File: config.mk
export PLATFORM = sky130hd
export DESIGN_NAME = batcharger_ctrl_fsm_flat
export DESIGN_NICKNAME = d
export VERILOG_FILES = /design/src/rtl/batcharger_ctrl_fsm_if.sv /design/src/rtl/batcharger_ctrl_fsm.sv /design/src/flat_wrapper.sv
export SDC_FILE = /design/constraint.sdc
export NUM_CORES = 1
export LEC_CHECK = 0
export CORE_AREA = 10 10 117 66
export DETAILED_ROUTE_END_ITERATION = 12
export DIE_AREA = 0 0 127 76
export MAX_ROUTING_LAYER = met4
export PLACE_DENSITY = 0.88
export SETUP_SLACK_MARGIN = 0.3
export SLEW_MARGIN = 40
export SYNTH_ARGS = -nofsm -noshare
export SYNTH_HDL_FRONTEND = slang
export SYNTH_SLANG_ARGS = --single-unit
File: constraint.sdc
create_clock -name clk -period 3.7 [get_ports clk]
set_input_delay 0.925 -clock clk [delete_from_list [all_inputs] [get_ports clk]]
set_output_delay 0.925 -clock clk [all_outputs]
set_load 0.01 [all_outputs]
File: src/rtl/batcharger_ctrl_fsm_if.sv
// Charger controller bus: request, ADC codes and thresholds in, power-stage enables and status out.
// The master side supplies measurements and thresholds, and the slave side is the controller.
interface batcharger_ctrl_fsm_if;
   logic       start;
   logic [7:0] vbat;
   logic [7:0] ibat;
   logic [7:0] vcv;
   logic [7:0] vtok;
   logic [7:0] vrech;
   logic [7:0] iend;
   logic [7:0] tmax;
   logic       en;
   logic       cc;
   logic       tc;
   logic       cv;
   logic       done;
   logic       fault;

   modport master (
      output start, vbat, ibat, vcv, vtok, vrech, iend, tmax,
      input  en, cc, tc, cv, done, fault
   );

   modport slave (
      input  start, vbat, ibat, vcv, vtok, vrech, iend, tmax,
      output en, cc, tc, cv, done, fault
   );
endinterface

File: src/rtl/batcharger_ctrl_fsm.sv
// Li-ion charge controller: trickle / constant-current / constant-voltage sequencing with
// debounced phase exits, a phase timeout and registered Moore outputs to the power stage.
module batcharger_ctrl_fsm (
   input  logic                         clk,
   input  logic                         rst,
   batcharger_ctrl_fsm_if.slave         bus
);

   typedef enum logic [2:0] {IDLE, TC, CC, CV, DONE, FAULT} state_t;

   state_t      state_q, state_d, entry_state;
   logic [1:0]  qcnt_q, qcnt_d;
   logic [17:0] tcnt_q, tcnt_d;
   logic        cond, qualified, expired;
   logic        en_q, cc_q, tc_q, cv_q, done_q, fault_q;
   logic        en_d, cc_d, tc_d, cv_d, done_d, fault_d;

   // Phase selection on a fresh start or a recharge from DONE.
   always_comb begin
      entry_state = CV;
      if (bus.vbat < bus.vtok)
         entry_state = TC;
      else if (bus.vbat < bus.vcv)
         entry_state = CC;
   end

   // Next state, counters and output decode; the qualified exit is checked before the timeout.
   always_comb begin
      state_d = state_q;
      cond    = 1'b0;
      case (state_q)
         TC:      cond = (bus.vbat >= bus.vtok);
         CC:      cond = (bus.vbat >= bus.vcv);
         CV:      cond = (bus.ibat <= bus.iend);
         DONE:    cond = (bus.vbat < bus.vrech);
         default: cond = 1'b0;
      endcase
      qualified = cond && (qcnt_q == 2'd3);
      expired   = (bus.tmax != 8'd0) && (tcnt_q[17:10] == bus.tmax) && (tcnt_q[9:0] == 10'd0);

      case (state_q)
         IDLE:    if (bus.start) state_d = entry_state;
         TC:      if (qualified) state_d = CC;
                  else if (expired) state_d = FAULT;
         CC:      if (qualified) state_d = CV;
         CV:      if (qualified || expired) state_d = DONE;
         DONE:    if (qualified) state_d = entry_state;
         FAULT:   state_d = FAULT;
         default: state_d = IDLE;
      endcase
      if (!bus.start)
         state_d = IDLE;

      qcnt_d = cond ? qcnt_q + 2'd1 : 2'd0;
      tcnt_d = tcnt_q;
      if (((state_q == TC) || (state_q == CV)) && (tcnt_q != '1))
         tcnt_d = tcnt_q + 18'd1;
      if (state_d != state_q) begin
         qcnt_d = 2'd0;
         tcnt_d = 18'd0;
      end

      en_d    = 1'b0;
      cc_d    = 1'b0;
      tc_d    = 1'b0;
      cv_d    = 1'b0;
      done_d  = 1'b0;
      fault_d = 1'b0;
      case (state_d)
         TC:      begin en_d = 1'b1; tc_d = 1'b1; end
         CC:      begin en_d = 1'b1; cc_d = 1'b1; end
         CV:      begin en_d = 1'b1; cv_d = 1'b1; end
         DONE:    done_d  = 1'b1;
         FAULT:   fault_d = 1'b1;
         default: en_d    = 1'b0;
      endcase
   end

   // Outputs are registered from the next-state decode so they switch with the state, and reset drops them at once.
   always_ff @(posedge clk or posedge rst) begin
      if (rst) begin
         state_q <= IDLE;
         qcnt_q  <= 2'd0;
         tcnt_q  <= 18'd0;
         en_q    <= 1'b0;
         cc_q    <= 1'b0;
         tc_q    <= 1'b0;
         cv_q    <= 1'b0;
         done_q  <= 1'b0;
         fault_q <= 1'b0;
      end else begin
         state_q <= state_d;
         qcnt_q  <= qcnt_d;
         tcnt_q  <= tcnt_d;
         en_q    <= en_d;
         cc_q    <= cc_d;
         tc_q    <= tc_d;
         cv_q    <= cv_d;
         done_q  <= done_d;
         fault_q <= fault_d;
      end
   end

   assign bus.en    = en_q;
   assign bus.cc    = cc_q;
   assign bus.tc    = tc_q;
   assign bus.cv    = cv_q;
   assign bus.done  = done_q;
   assign bus.fault = fault_q;

endmodule

File: src/flat_wrapper.sv
// flat-port wrapper written by rule: the top's interface ports become plain ports
module batcharger_ctrl_fsm_flat 
  (clk, rst, bus_start, bus_vbat, bus_ibat, bus_vcv, bus_vtok, bus_vrech, bus_iend, bus_tmax, bus_en, bus_cc, bus_tc, bus_cv, bus_done, bus_fault);
  batcharger_ctrl_fsm_if bus_i ();
  input  logic clk;
  input  logic rst;
  input wire logic [$bits(bus_i.start)-1:0] bus_start;
  input wire logic [$bits(bus_i.vbat)-1:0] bus_vbat;
  input wire logic [$bits(bus_i.ibat)-1:0] bus_ibat;
  input wire logic [$bits(bus_i.vcv)-1:0] bus_vcv;
  input wire logic [$bits(bus_i.vtok)-1:0] bus_vtok;
  input wire logic [$bits(bus_i.vrech)-1:0] bus_vrech;
  input wire logic [$bits(bus_i.iend)-1:0] bus_iend;
  input wire logic [$bits(bus_i.tmax)-1:0] bus_tmax;
  output wire logic [$bits(bus_i.en)-1:0] bus_en;
  output wire logic [$bits(bus_i.cc)-1:0] bus_cc;
  output wire logic [$bits(bus_i.tc)-1:0] bus_tc;
  output wire logic [$bits(bus_i.cv)-1:0] bus_cv;
  output wire logic [$bits(bus_i.done)-1:0] bus_done;
  output wire logic [$bits(bus_i.fault)-1:0] bus_fault;
  assign bus_i.start = bus_start;
  assign bus_i.vbat = bus_vbat;
  assign bus_i.ibat = bus_ibat;
  assign bus_i.vcv = bus_vcv;
  assign bus_i.vtok = bus_vtok;
  assign bus_i.vrech = bus_vrech;
  assign bus_i.iend = bus_iend;
  assign bus_i.tmax = bus_tmax;
  assign bus_en = bus_i.en;
  assign bus_cc = bus_i.cc;
  assign bus_tc = bus_i.tc;
  assign bus_cv = bus_i.cv;
  assign bus_done = bus_i.done;
  assign bus_fault = bus_i.fault;
  batcharger_ctrl_fsm u_core (.clk(clk), .rst(rst), .bus(bus_i));
endmodule
Word-level counts from Yosys, hierarchy flattened
Index checks and enable logic that the tools add are counted.
- register bits after elaboration: 29
- input bits: 59
- output and inout port bits: 6
- logic and storage cells: 62
- add/subtract/negate cells: 2
- order comparisons: 6
- eq/ne operators: 14
- mux-type cells: 20
- reduce and logical (&&, ||, !) cells: 11
- operators with widths (cell ; number):
    2-to-1 mux 18 bit ; 2
    less-than comparator 8 bit ; 3
    2-to-1 mux 3 bit ; 7
    adder 18 x 1 -> 18 bit, second input constant ; 1
    != test 18 bit, second input constant ; 1
    case mux 3 bit (6 select lines) ; 1
    >= comparator 8 bit ; 2
    == test 3 x 2 -> 1 bit, second input constant ; 4
    == test 3 bit, second input constant ; 4
    logical NOT 10 bit ; 1
    == test 8 bit ; 1
    <= comparator 8 bit ; 1
    nonzero test 8 bit ; 1
    2-to-1 mux 1 bit ; 7
    == test 3 x 1 -> 1 bit, second input constant ; 2
    logical AND 1 bit ; 4
    2-to-1 mux 2 bit ; 2
    case mux 1 bit (4 select lines) ; 1
    logical NOT 3 bit ; 1
    != test 3 bit ; 1
    OR reduction 3 bit ; 1
    adder 2 x 1 -> 2 bit, second input constant ; 1
    == test 2 bit, second input constant ; 1
    logical OR 1 bit ; 2
    nonzero test 2 bit ; 1

Logic depth before layout (Yosys ltp)
Gate-level depths: netlist of run 1.
- word-level depth: 10
- gate-level depth with buffers: 12
- mapped depth without buffers: 10

Least setup slack after synthesis of run 1
Ideal clock, no wire load.
- kind: in2reg
- from: input bus_vtok[1]
- to: register u_core.tcnt_q[2]
- setup time: 0.096 ns
- arrival: 2.842 ns
- required time: 3.604 ns
- setup slack: 0.762 ns
- stages: 11
- path buffers: 1
- cells stage by stage: inv_1 -> ha_1 -> nor2b_1 -> o211ai_2 -> a31oi_4 -> o31ai_4 -> a221oi_1 -> o32ai_2 -> o311ai_2 -> buf_6 -> a311oi_2
- word-level cells in the longest chain between the ends: 9
- elaborated cells on any way between the ends: 15
- classes of those cells: order compare: 2; eq/ne: 1; mux: 9; reduce/logical: 3
- RTL lines (element ; line ; text):
    start: declaration ; flat_wrapper.sv:11 ; input wire logic [$bits(bus_i.vtok)-1:0] bus_vtok;
    >= comparator 8 bit ; batcharger_ctrl_fsm.sv:32 ; TC: cond = (bus.vbat >= bus.vtok);
    case mux 1 bit (4 select lines) ; batcharger_ctrl_fsm.sv:31 ; case (state_q)
    logical AND 1 bit ; batcharger_ctrl_fsm.sv:38 ; qualified = cond && (qcnt_q == 2'd3);
    logical OR 1 bit ; batcharger_ctrl_fsm.sv:46 ; CV: if (qualified || expired) state_d = DONE;
    2-to-1 mux 3 bit ; batcharger_ctrl_fsm.sv:46 ;
    case mux 3 bit (6 select lines) (*) ; batcharger_ctrl_fsm.sv:41 ; case (state_q)
    2-to-1 mux 3 bit (*) ; batcharger_ctrl_fsm.sv:51 ; if (!bus.start)
    != test 3 bit (*) ; batcharger_ctrl_fsm.sv:58 ; if (state_d != state_q) begin
    2-to-1 mux 18 bit / nonzero test 2 bit (equally long branches) ; n/a ;
    end signal: assignment ; batcharger_ctrl_fsm.sv:94 ; tcnt_q <= tcnt_d;
    end: declaration ; batcharger_ctrl_fsm.sv:13 ; logic [17:0] tcnt_q, tcnt_d;
Mark *: on every way between the ends. The rest lies on a longest branch, timed or not.
A chain may end at the register's enable or synchronous reset.

Worst setup path after layout of run 1
- from: input bus_vbat[5]
- to: register u_core.tcnt_q[5]
- word-level cells in the longest chain between the ends: 9
- elaborated cells on any way between the ends: 19
- classes of those cells: order compare: 5; eq/ne: 1; mux: 10; reduce/logical: 3
- RTL lines (element ; line ; text):
    start: declaration ; flat_wrapper.sv:8 ; input wire logic [$bits(bus_i.vbat)-1:0] bus_vbat;
    less-than comparator 8 bit (tied with other cells) ; batcharger_ctrl_fsm.sv:35 ; DONE: cond = (bus.vbat < bus.vrech);
    case mux 1 bit (4 select lines) ; batcharger_ctrl_fsm.sv:31 ;
    logical AND 1 bit ; batcharger_ctrl_fsm.sv:38 ;
    logical OR 1 bit ; batcharger_ctrl_fsm.sv:46 ;
    2-to-1 mux 3 bit ; batcharger_ctrl_fsm.sv:46 ;
    case mux 3 bit (6 select lines) (*) ; batcharger_ctrl_fsm.sv:41 ;
    2-to-1 mux 3 bit (*) ; batcharger_ctrl_fsm.sv:51 ;
    != test 3 bit (*) ; batcharger_ctrl_fsm.sv:58 ;
    2-to-1 mux 18 bit / nonzero test 2 bit (equally long branches) ; n/a ;
Marked as above.

==> results of run 1 <==
cells in the final DEF (no fill, tap or decap), types with 4 or more instances in the layout:
| cell | n |
|---|---|
| nor2_4 | 4 |
| clkbuf_16 | 5 |
| nor2b_1 | 5 |
| dlymetal6s2s_1 | 12 |
| ha_1 | 25 |
| nand4_1 | 12 |
| o21ai_0 | 5 |
| a21oi_2 | 7 |
| clkdlybuf4s50_1 | 49 |
| nor2_2 | 5 |
| dfrtp_1 | 29 |
| nor3_1 | 4 |
| ha_4 | 9 |
| xor2_1 | 16 |
| inv_2 | 8 |
| nand2_1 | 20 |
| nand3_1 | 7 |
| a21oi_1 | 15 |
| xnor2_1 | 7 |
| o211ai_1 | 6 |
| nor2_1 | 24 |
| inv_1 | 33 |
| buf_4 | 9 |
worst paths after layout:
kind | slack (ns) | endpoint | start | depth (start not counted)
worst max-delay path | 0.36 | u_core.tcnt_q[5] | bus_vbat[5] | 12
worst min-delay path | 0.46 | u_core.qcnt_q[0] | u_core.qcnt_q[0] | 1
worst max register to register | 1.09 | u_core.tcnt_q[5] | u_core.tcnt_q[17] | 9
worst min register to register | 0.46 | u_core.qcnt_q[0] | u_core.qcnt_q[0] | 1
max in group asynchronous | 2.26 | u_core.tcnt_q[11] | rst | 2
min in group asynchronous | 1.04 | u_core.tcnt_q[13] | rst | 2
power breakdown:
group	switching, mW	internal (mW)
Sequential	0.0250	0.333
Clock	0.148	0.335
Combinational	0.207	0.226
metal layers:
metal	global-route usage [%]	vias to the layer above	routed length, um
met3	4.24	9	881
met4	4.30	0	78
met5	-	-	0
li1	-	1241	-
met2	24.2	148	3890
met1	23.6	1273	3910
critical path: cells and delay by family:
family,cells,cell delay [ns]
AOI/OAI and AO/OA,5,0.94
buffers and inverters,3,0.63
and+or+nand+nor,3,0.69
adders and majority gates,1,0.30
kinds of logic after synthesis:
group,after synthesis
adders and majority gates,34
buffers and inverters,51
DFF,29
and+or+nand+nor,109
xor gates and xnor gates,23
AOI/OAI and AO/OA,62
state kept, by name, summed over array words and instances (netlist names):
name	cells
u_core.bus.tc	1
u_core.bus.done	1
u_core.qcnt_q	2
u_core.tcnt_q	18
u_core.bus.en	1
u_core.bus.cc	1
u_core.state_q	3
u_core.bus.fault	1
u_core.bus.cv	1
layout make-up:
| type | count | area [sq um] |
|---|---|---|
| multi-input combinational | 228 | 1950 |
| clock buffer | 6 | 139 |
| fill | 400 | 1850 |
| inverter | 42 | 160 |
| tap | 77 | 96.3 |
| clock inverter | 2 | 37.5 |
| timing repair buffer | 79 | 845 |
| sequential | 29 | 726 |
what timing repair did:
action                                  CTS  global route
cloned                                    2             0
pin swaps                                11            20
gates resized for setup                  23            39
endpoints found under the setup margin    1            24
setup buffers                             4             5
==> flow_summary_export.csv, run 1 <==
group,metric,value,unit
run_status,outcome,"complete, no violations",
clock_network,cts.sinks,29,
synth,synth_top_family_by_area,"simple AND/OR/NAND/NOR gates",
synth,synth_seq_cells,29,
setup_path,cpPeakStageDelay,0.44,ns
power_and_ir_drop,power,1.27,mW
sta,maxSlewHeadroom,59.5,%
synth,synthXorXnorAreaFrac,7.54,%
routing,drt_pre_antenna_iters,5,
synth,synthArstFlopShare,100,%
final_layout,antenna_cells,0,
synth,synth_top_cell_area_share,27.2,%
die,die_area,9650,sq um
clock_network,clk_latency,0.28,ns
die,rows,20,
sta,worstMarginPinSlew,0.606,ns
clock_network,clk_pin_slew,0.05,ns
clock_network,cts_buffer_depth,2,
synth,synth-simple-area-share,22.8,%
final_layout,nets,478,
placed_design,gp_congestion,1.01,
sta,hold_slack,0.459,ns
setup_path,crit_required,3.86,ns
routing,drcViolationCount,0,
final_layout,fin_util,68.1,%
sta,rsz0062_at_grt,"no",
synth,yosys_warnings,0,
placed_design,placed_area,3380,sq um
clock_network,cts_made_buffers,5,
synth,ys_seq_area_share,27.2,%
sta,finalSetupTns,0,ns
die,die_w,127,um
synth,ys.flop_type,"dfrtp_1",
placed_design,post-place-ws,-0.00900,ns
clock_network,cts_tree,"yes",
placed_design,numPortBuffers,64,
die,start_util,46.0,%
synth,synthAdderAreaFrac,15.9,%
die,ios,65,
sta,layout_setup_ws,0.359,ns
sta,skew,0.00276,ns
clock_network,htree_levels,2,
routing,final_antenna_net_count,0,
synth,synth.most_common_cell,"inv_1",
synth,ys_top_cells_by_count,"41 x inv_1, 34 x ha_1, 32 x nor2_1",
placed_design,dp.cells,444,
routing,vias,2671,
global_route,grt_max_degree,30,
sta,finalSetupViolCount,0,
sta,finalCritPeriodShare,90.3,%
global_route,overflow,0,
synth,syn-num-nets,401,
die,die_y,76,um
sta,period_needed,3.34,ns
run,maxCapViolations,0,
setup_path,crit_chain,"dlygate4sd2_1, ha_4, nand4_1, or3_4, a31oi_4, o31ai_4, a221oi_2, o32ai_2, o311ai_4, buf_12, buf_12, nor2_2",
synth,muxShareOfSynthArea,0,%
worst_hold_path,hold_path.class,"flop to flop",
clock_network,cts-hold-fix-buffers,0,
die,core,5810,sq um
synth,synth_area_leaders,"dfrtp_1 27%, ha_1 16%, inv_1 5.8%",
final_layout,fin_area,3960,sq um
power_and_ir_drop,ir_worst_vdd,0.169,mV
synth,yosysTopAreaCell,"dfrtp_1",
synth,synth_edf_count,0,
final_layout,finalNonFillerCells,463,
routing,routed_via_density,5.77,
routing,wl_per_cell,18.9,um
global_route,grt_pass1_wl,13500,um
placed_design,hpwl,6110,um
setup_path,crit_path_end_kind,"flop",
setup_path,worst-setup-path-type,"primary input to flop",
global_route,grt_pass1_vias,2649,
setup_path,cp-start-kind,"primary input",
global_route,grt_antenna_before_repair,0,
global_route,grtUsageTotal,17.1,%
sta,fmax,299,MHz
clock_network,ctsRootBufferMaster,"clkbuf_16",
routing,routed_wirelength,8760,um
synth,synth_compound_area_share,18.1,%
final_layout,syn2layout_area_growth,48.1,%
sta,report.final.slew_viol_count,0,
routing,drtIter0Drc,252,
setup_path,cpMaxStageDelayCell,"or3_4",
synth,yosysUniqueCellTypes,56,
synth,synthCells,308,
sta,finalHoldViolCount,0,
final_layout,drive_above_1_share,21.2,%
synth,syn_area_per_cell,8.67,sq um
setup_path,cp.arrival,3.51,ns
setup_path,cp_max_fo,7,
power_and_ir_drop,p_leak,1.81,nW
setup_path,cpMostUsedCell,"buf_12",
synth,syn_area,2670,sq um
power_and_ir_drop,powerDensity,322,nW/um^2
No activity file was read; power rests on OpenSTA's default activity.
==> run 2: changes to the inputs <==
--- a/config.mk
+++ b/config.mk
@@ -5,12 +5,15 @@
 export SDC_FILE = /design/constraint.sdc
 export NUM_CORES = 1
 export LEC_CHECK = 0
+export CAP_MARGIN = 20
 export CORE_AREA = 10 10 117 66
 export DETAILED_ROUTE_END_ITERATION = 12
 export DIE_AREA = 0 0 127 76
 export MAX_ROUTING_LAYER = met4
 export PLACE_DENSITY = 0.88
+export RECOVER_POWER = 50
 export SETUP_SLACK_MARGIN = 0.3
+export SKIP_LAST_GASP = 1
 export SLEW_MARGIN = 40
 export SYNTH_ARGS = -nofsm -noshare
 export SYNTH_HDL_FRONTEND = slang
==> run 2 against run 1 <==
Effect of this change:
- combinational power about the same
- cell count unchanged
- first-iteration DRC count unchanged
- maximum frequency up 0.15%
- global-route usage unchanged
- power down 0.20%
- worst setup slack better by 0.0051 ns
- critical path type unchanged
- largest power group unchanged
- highest routed layer unchanged
==> flow_summary_export.csv, run 2 (synthesis results as in run 1) <==
group,metric,value,unit
run_status,outcome,"complete, no violations",
sta,maxSlewHeadroom,25.2,%
setup_path,cpMostUsedCell,"buf_12",
final_layout,syn2layout_area_growth,48.1,%
final_layout,fill_cells,400,
clock_network,htree_levels,2,
clock_network,cts_made_buffers,5,
clock_network,clk_latency,0.28,ns
placed_design,placed_area,3380,sq um
clock_network,cts.sinks,29,
sta,finalHoldViolCount,0,
final_layout,fin_util,68.1,%
final_layout,drive_above_1_share,21.0,%
setup_path,crit_path_end_kind,"flop",
routing,routed_wirelength,8760,um
final_layout,antenna_cells,0,
setup_path,cp-start-kind,"primary input",
sta,skew,0.00280,ns
clock_network,cts_tree,"yes",
power_and_ir_drop,p_sw,0.379,mW
setup_path,cpPeakStageDelay,0.44,ns
global_route,overflow,0,
routing,routed_via_density,5.81,
die,die_y,76,um
power_and_ir_drop,p_leak,1.82,nW
routing,vias,2691,
routing,drcViolationCount,0,
die,start_util,46.0,%
sta,finalCritPeriodShare,90.2,%
sta,finalSetupViolCount,0,
sta,report.final.slew_viol_count,0,
sta,period_needed,3.34,ns
global_route,grtUsageTotal,17.1,%
power_and_ir_drop,p_int,0.893,mW
placed_design,hpwl,6110,um
global_route,grt_antenna_before_repair,0,
power_and_ir_drop,ir_worst_vdd,0.166,mV
power_and_ir_drop,comb_power_share,33.9,%
run,maxCapViolations,0,
power_and_ir_drop,swShare,29.8,%
sta,fmax,300,MHz
die,die_w,127,um
setup_path,crit_chain,"dlygate4sd2_1, ha_4, nand4_1, or3_4, a31oi_4, o31ai_4, a221oi_2, o32ai_2, o311ai_4, buf_12, buf_12, nor2_2",
die,die_area,9650,sq um
final_layout,largest_register_ffs,18,
sta,worstMarginPinSlew,1.12,ns
setup_path,cp_max_fo,7,
placed_design,dp.cells,444,
clock_network,clk_pin_slew,0.05,ns
global_route,grt_max_degree,30,
final_layout,multi_input_area,1950,sq um
power_and_ir_drop,power,1.27,mW
global_route,grt_pass1_wl,13500,um
final_layout,nets,478,
final_layout,regMostFlops,"u_core.tcnt_q",
setup_path,crit_required,3.86,ns
final_layout,finalNonFillerCells,463,
setup_path,cpMaxStageDelayCell,"or3_4",
die,ios,65,
clock_network,ctsRootBufferMaster,"clkbuf_16",
routing,drt_pre_antenna_iters,6,
setup_path,critical_path.top_delay_family,"compound AO/OA/AOI/OAI gates",
power_and_ir_drop,clkPwrFrac,38.0,%
power_and_ir_drop,seqPwrFrac,28.2,%
routing,final_antenna_net_count,0,
setup_path,worst-setup-path-type,"primary input to flop",
routing,drtIter0Drc,252,
final_layout,regArea,726,sq um
setup_path,cp.arrival,3.50,ns
global_route,grt_pass1_vias,2649,
placed_design,gp_congestion,1.01,
routing,wl_per_cell,18.9,um
setup_path,crit_buf_inv,3,
die,core,5810,sq um
final_layout,top_regs,"u_core.tcnt_q: 18 flops, u_core.state_q: 3 flops, u_core.qcnt_q: 2 flops",
die,rows,20,
final_layout,fin_area,3960,sq um
final_layout,layout_commonest_cell,"clkdlybuf4s50_1",
worst_hold_path,hold_path.class,"flop to flop",
placed_design,numPortBuffers,64,
clock_network,cts_buffer_depth,2,
power_and_ir_drop,powerDensity,322,nW/um^2
sta,rsz0062_at_grt,"no",
final_layout,layout_common_cells,"45 x clkdlybuf4s50_1, 34 x inv_1, 29 x dfrtp_1",
==> run 2: cell count changes in the layout (fill, tap and decap cells not counted), sizes merged <==
cell           previous run  this run
clkdlybuf4s50            49        45
dlygate4sd3               0         4
==> run 2: routing by layer <==
layer	wire, um	up-vias	GRT usage (%)
met5	0	-	-
met4	94	0	4.30
met3	819	13	4.24
met2	3860	149	24.2
met1	3980	1288	23.6
li1	-	1241	-
==> run 2: path summary, 6_finish.rpt <==
path	from	endpoint	slack, ns	cells past startpoint
worst max register to register	u_core.state_q[2]	u_core.tcnt_q[7]	1.08	10
min in group asynchronous	rst	u_core.tcnt_q[13]	1.37	2
worst max-delay path	bus_vbat[5]	u_core.tcnt_q[5]	0.36	12
worst min register to register	u_core.qcnt_q[0]	u_core.qcnt_q[0]	0.46	1
max in group asynchronous	rst	u_core.tcnt_q[11]	1.65	2
worst min-delay path	u_core.qcnt_q[0]	u_core.qcnt_q[0]	0.46	1
==> run 2: per-stage QoR <==
| step | hold WS [ns] | setup WS, ns | setup TNS, ns |
|---|---|---|---|
| final | 0.457 | 0.364 | 0 |
| after global routing | 0.475 | 0.291 | 0 |
| after CTS | 0.456 | 0.292 | 0 |
| after detailed placement | 0.437 | -0.00900 | -0.00900 |
| after global placement | 0.431 | 0.0831 | 0 |
| after floorplan | 0.417 | 0.762 | 0 |
==> run 2: power groups by stage <==
stage	sequential (mW)	combinational (mW)	clock [mW]
3_3_place_gp	0.361	0.301	0
5_1_grt	0.360	0.467	0.497
6_report	0.358	0.431	0.483
4_1_cts	0.357	0.382	0.480
2_1_floorplan	0.352	0.191	0
3_5_place_dp	0.361	0.312	0
==> run 2: area by class of cell <==
type | count | share of cell area [%]
Clock buffer | 6 | 3.51
Clock inverter | 2 | 0.949
Inverter | 42 | 4.05
Multi-Input combinational cell | 228 | 49.4
Sequential cell | 29 | 18.3
Tap cell | 77 | 2.44
Timing Repair Buffer | 79 | 21.3
==> run 2: worst register-to-register path, stage by stage, from the launching register on <==
cell and delay, ns:
dfrtp_1 0.60, nand2b_4 0.25, or3_4 0.15, a31oi_4 0.04, o31ai_4 0.43, a221oi_2 0.14, o32ai_2 0.31, o311ai_4 0.21
buf_12 0.19, buf_12 0.14, nor2_4 0.10
==> run 2: repair_timing <==
action	CTS	global route
pin swaps	11	20
resized for setup	23	39
hold buffers	0	0
cloned	2	0
setup endpoints to repair	1	24
setup buffers	4	5
==> run 3: changes to the inputs <==
--- a/config.mk
+++ b/config.mk
@@ -11,7 +11,7 @@
 export DIE_AREA = 0 0 127 76
 export MAX_ROUTING_LAYER = met4
 export PLACE_DENSITY = 0.88
-export RECOVER_POWER = 50
+export RECOVER_POWER = 100
 export SETUP_SLACK_MARGIN = 0.3
 export SKIP_LAST_GASP = 1
 export SLEW_MARGIN = 40
==> run 3 against run 2 <==
Effect of this change:
- wire length shrank 0.19%
- highest routed layer unchanged
- worst setup slack got worse by 0.089 ns
- sequential share of layout area up 0.24 points
- critical path depth rose by 1
- register-to-register slack lost 0.05 ns
- sequential power barely moved
- count of clock-buffer cells in the layout stayed put
- die area unchanged
- critical path type unchanged
- hold slack worse by 0.0021 ns
==> flow_summary_export.csv, run 3 (synthesis results as in run 1) <==
group,metric,value,unit
global_route,grtUsageMet1,23.6,%
sta,finalHoldViolCount,0,
setup_path,worst-setup-path-type,"primary input to flop",
clock_network,htree_levels,2,
die,rows,20,
final_layout,finalNonFillerCells,463,
run,maxCapViolations,0,
sta,skew,0.00468,ns
setup_path,crit_path_end_kind,"flop",
sta,fmax,292,MHz
sta,finalCritPeriodShare,92.6,%
routing,drt_pre_antenna_iters,5,
power_and_ir_drop,powerDensity,322,nW/um^2
clock_network,clk_latency,0.28,ns
routing,drcViolationCount,0,
die,core,5810,sq um
power_and_ir_drop,p_leak,1.82,nW
routing,vias,2701,
clock_network,cts_made_buffers,5,
routing,routed_wirelength,8740,um
clock_network,ctsRootBufferMaster,"clkbuf_16",
final_layout,regMostFlops,"u_core.tcnt_q",
placed_design,dp.cells,444,
routing,wl_per_cell,18.9,um
sta,maxSlewHeadroom,24.7,%
final_layout,layout_commonest_cell,"clkdlybuf4s50_1",
sta,rsz0062_at_grt,"no",
global_route,grt_pass1_vias,2649,
routing,routed_via_density,5.83,
final_layout,largest_register_ffs,18,
final_layout,antenna_cells,0,
routing,final_antenna_net_count,0,
sta,finalSetupViolCount,0,
routing,drtIter0Drc,335,
final_layout,drive_above_1_share,18.4,%
global_route,grt_antenna_before_repair,0,
sta,worstMarginPinSlew,1.13,ns
global_route,overflow,0,
setup_path,cp.arrival,3.59,ns
global_route,top_usage_layer,"met2",
global_route,grt_pass1_wl,13500,um
sta,period_needed,3.42,ns
placed_design,gp_congestion,1.01,
setup_path,crit_required,3.87,ns
clock_network,cts.sinks,29,
global_route,grt_max_degree,30,
global_route,use_met2,24.2,%
die,die_w,127,um
placed_design,numPortBuffers,64,
power_and_ir_drop,ir_worst_vdd,0.176,mV
die,die_area,9650,sq um
sta,finalSetupTns,0,ns
clock_network,cts-hold-fix-buffers,0,
final_layout,top_regs,"u_core.tcnt_q: 18 flops, u_core.state_q: 3 flops, u_core.qcnt_q: 2 flops",
clock_network,cts_buffer_depth,2,
final_layout,nets,478,
worst_hold_path,hold_path.class,"flop to flop",
setup_path,cp-start-kind,"primary input",
die,die_y,76,um
sta,report.final.slew_viol_count,0,
final_layout,fin_util,67.3,%
die,start_util,46.0,%
final_layout,syn2layout_area_growth,46.2,%
die,ios,65,
clock_network,cts_tree,"yes",
global_route,met3_usage,4.24,%
setup_path,cp_max_fo,5,
global_route,grtUsageTotal,17.1,%
run_status,outcome,"complete, no violations",
placed_design,hpwl,6110,um
final_layout,layout_common_cells,"41 x clkdlybuf4s50_1, 34 x inv_1, 29 x nor2_1, 29 x dfrtp_1, 25 x ha_1",
clock_network,clk_pin_slew,0.05,ns
run 3: cell types whose count changed in the layout (fill, tap and decap cells not counted), moves of 2 or more:
cell / previous run / this run
clkdlybuf4s50_1: 45 / 41
dlygate4sd3_1: 4 / 8
nor2_4: 4 / 1
a311oi_2: 2 / 0
buf_4: 9 / 7
a311oi_1: 0 / 2
clkbuf_1: 0 / 2
nor2_2: 5 / 3
nor2_1: 24 / 29
run 3: final cells by class:
class                      instances  area, sq um
timing repair buffer              79          837
fill                             412         1900
clock inverter                     2         37.5
inverter                          42          160
multi-input combinational        228         1910
tap                               77         96.3
clock buffer                       6          139
sequential                        29          726
run 3: per-stage QoR:
stage / total power, mW / hold WS [ns] / setup WS, ns / cell area [sq um]
after floorplan: 0.544 / 0.417 / 0.762 / 2670
after global placement: 0.662 / 0.431 / 0.0831 / 3380
after detailed placement: 0.673 / 0.437 / -0.00900 / 3380
after CTS: 1.22 / 0.456 / 0.292 / 3750
after global routing: 1.31 / 0.474 / 0.168 / 3910
final: 1.26 / 0.455 / 0.275 / 3910
run 3: worst max-delay path, stage by stage:
cell,delay (ns)
dlygate4sd3_1,0.52
inv_1,0.04
ha_1,0.31
nand4_1,0.14
o21a_1,0.21
a21oi_1,0.24
o211ai_4,0.16
o21ai_2,0.21
a21oi_1,0.10
o311ai_4,0.38
buf_4,0.19
buf_6,0.11
nor2_1,0.05
run 3: path summary, 6_finish.rpt:
kind	endpoint	start	depth (start not counted)	slack [ns]
worst min register to register	u_core.qcnt_q[0]	u_core.qcnt_q[0]	1	0.46
worst min-delay path	u_core.qcnt_q[0]	u_core.qcnt_q[0]	1	0.46
max in group asynchronous	u_core.tcnt_q[11]	rst	2	1.64
worst max register to register	u_core.tcnt_q[16]	u_core.state_q[2]	9	1.03
min in group asynchronous	u_core.tcnt_q[13]	rst	2	1.37
worst max-delay path	u_core.tcnt_q[1]	bus_iend[7]	13	0.28
run 3: metal layers:
layer / routed length [um] / share of wire, % / up-vias
met4: 128 / 1.5 / 0
met2: 3820 / 44 / 151
met3: 792 / 9.1 / 18
li1: - / - / 1243
met5: 0 / 0 / -
met1: 4000 / 46 / 1289
run 3: report_power, final:
| part | internal, mW | leakage [nW] | switching [mW] |
|---|---|---|---|
| clock | 0.335 | 0.0831 | 0.147 |
| combinational | 0.219 | 1.34 | 0.196 |
| sequential | 0.333 | 0.397 | 0.0252 |
| total | 0.888 | 1.82 | 0.368 |
run 3: timing repair:
action	CTS	global route
buffers inserted	4	5
setup endpoints to repair	1	24
gates resized for setup	23	39
pin swaps	11	20
cloned	2	0
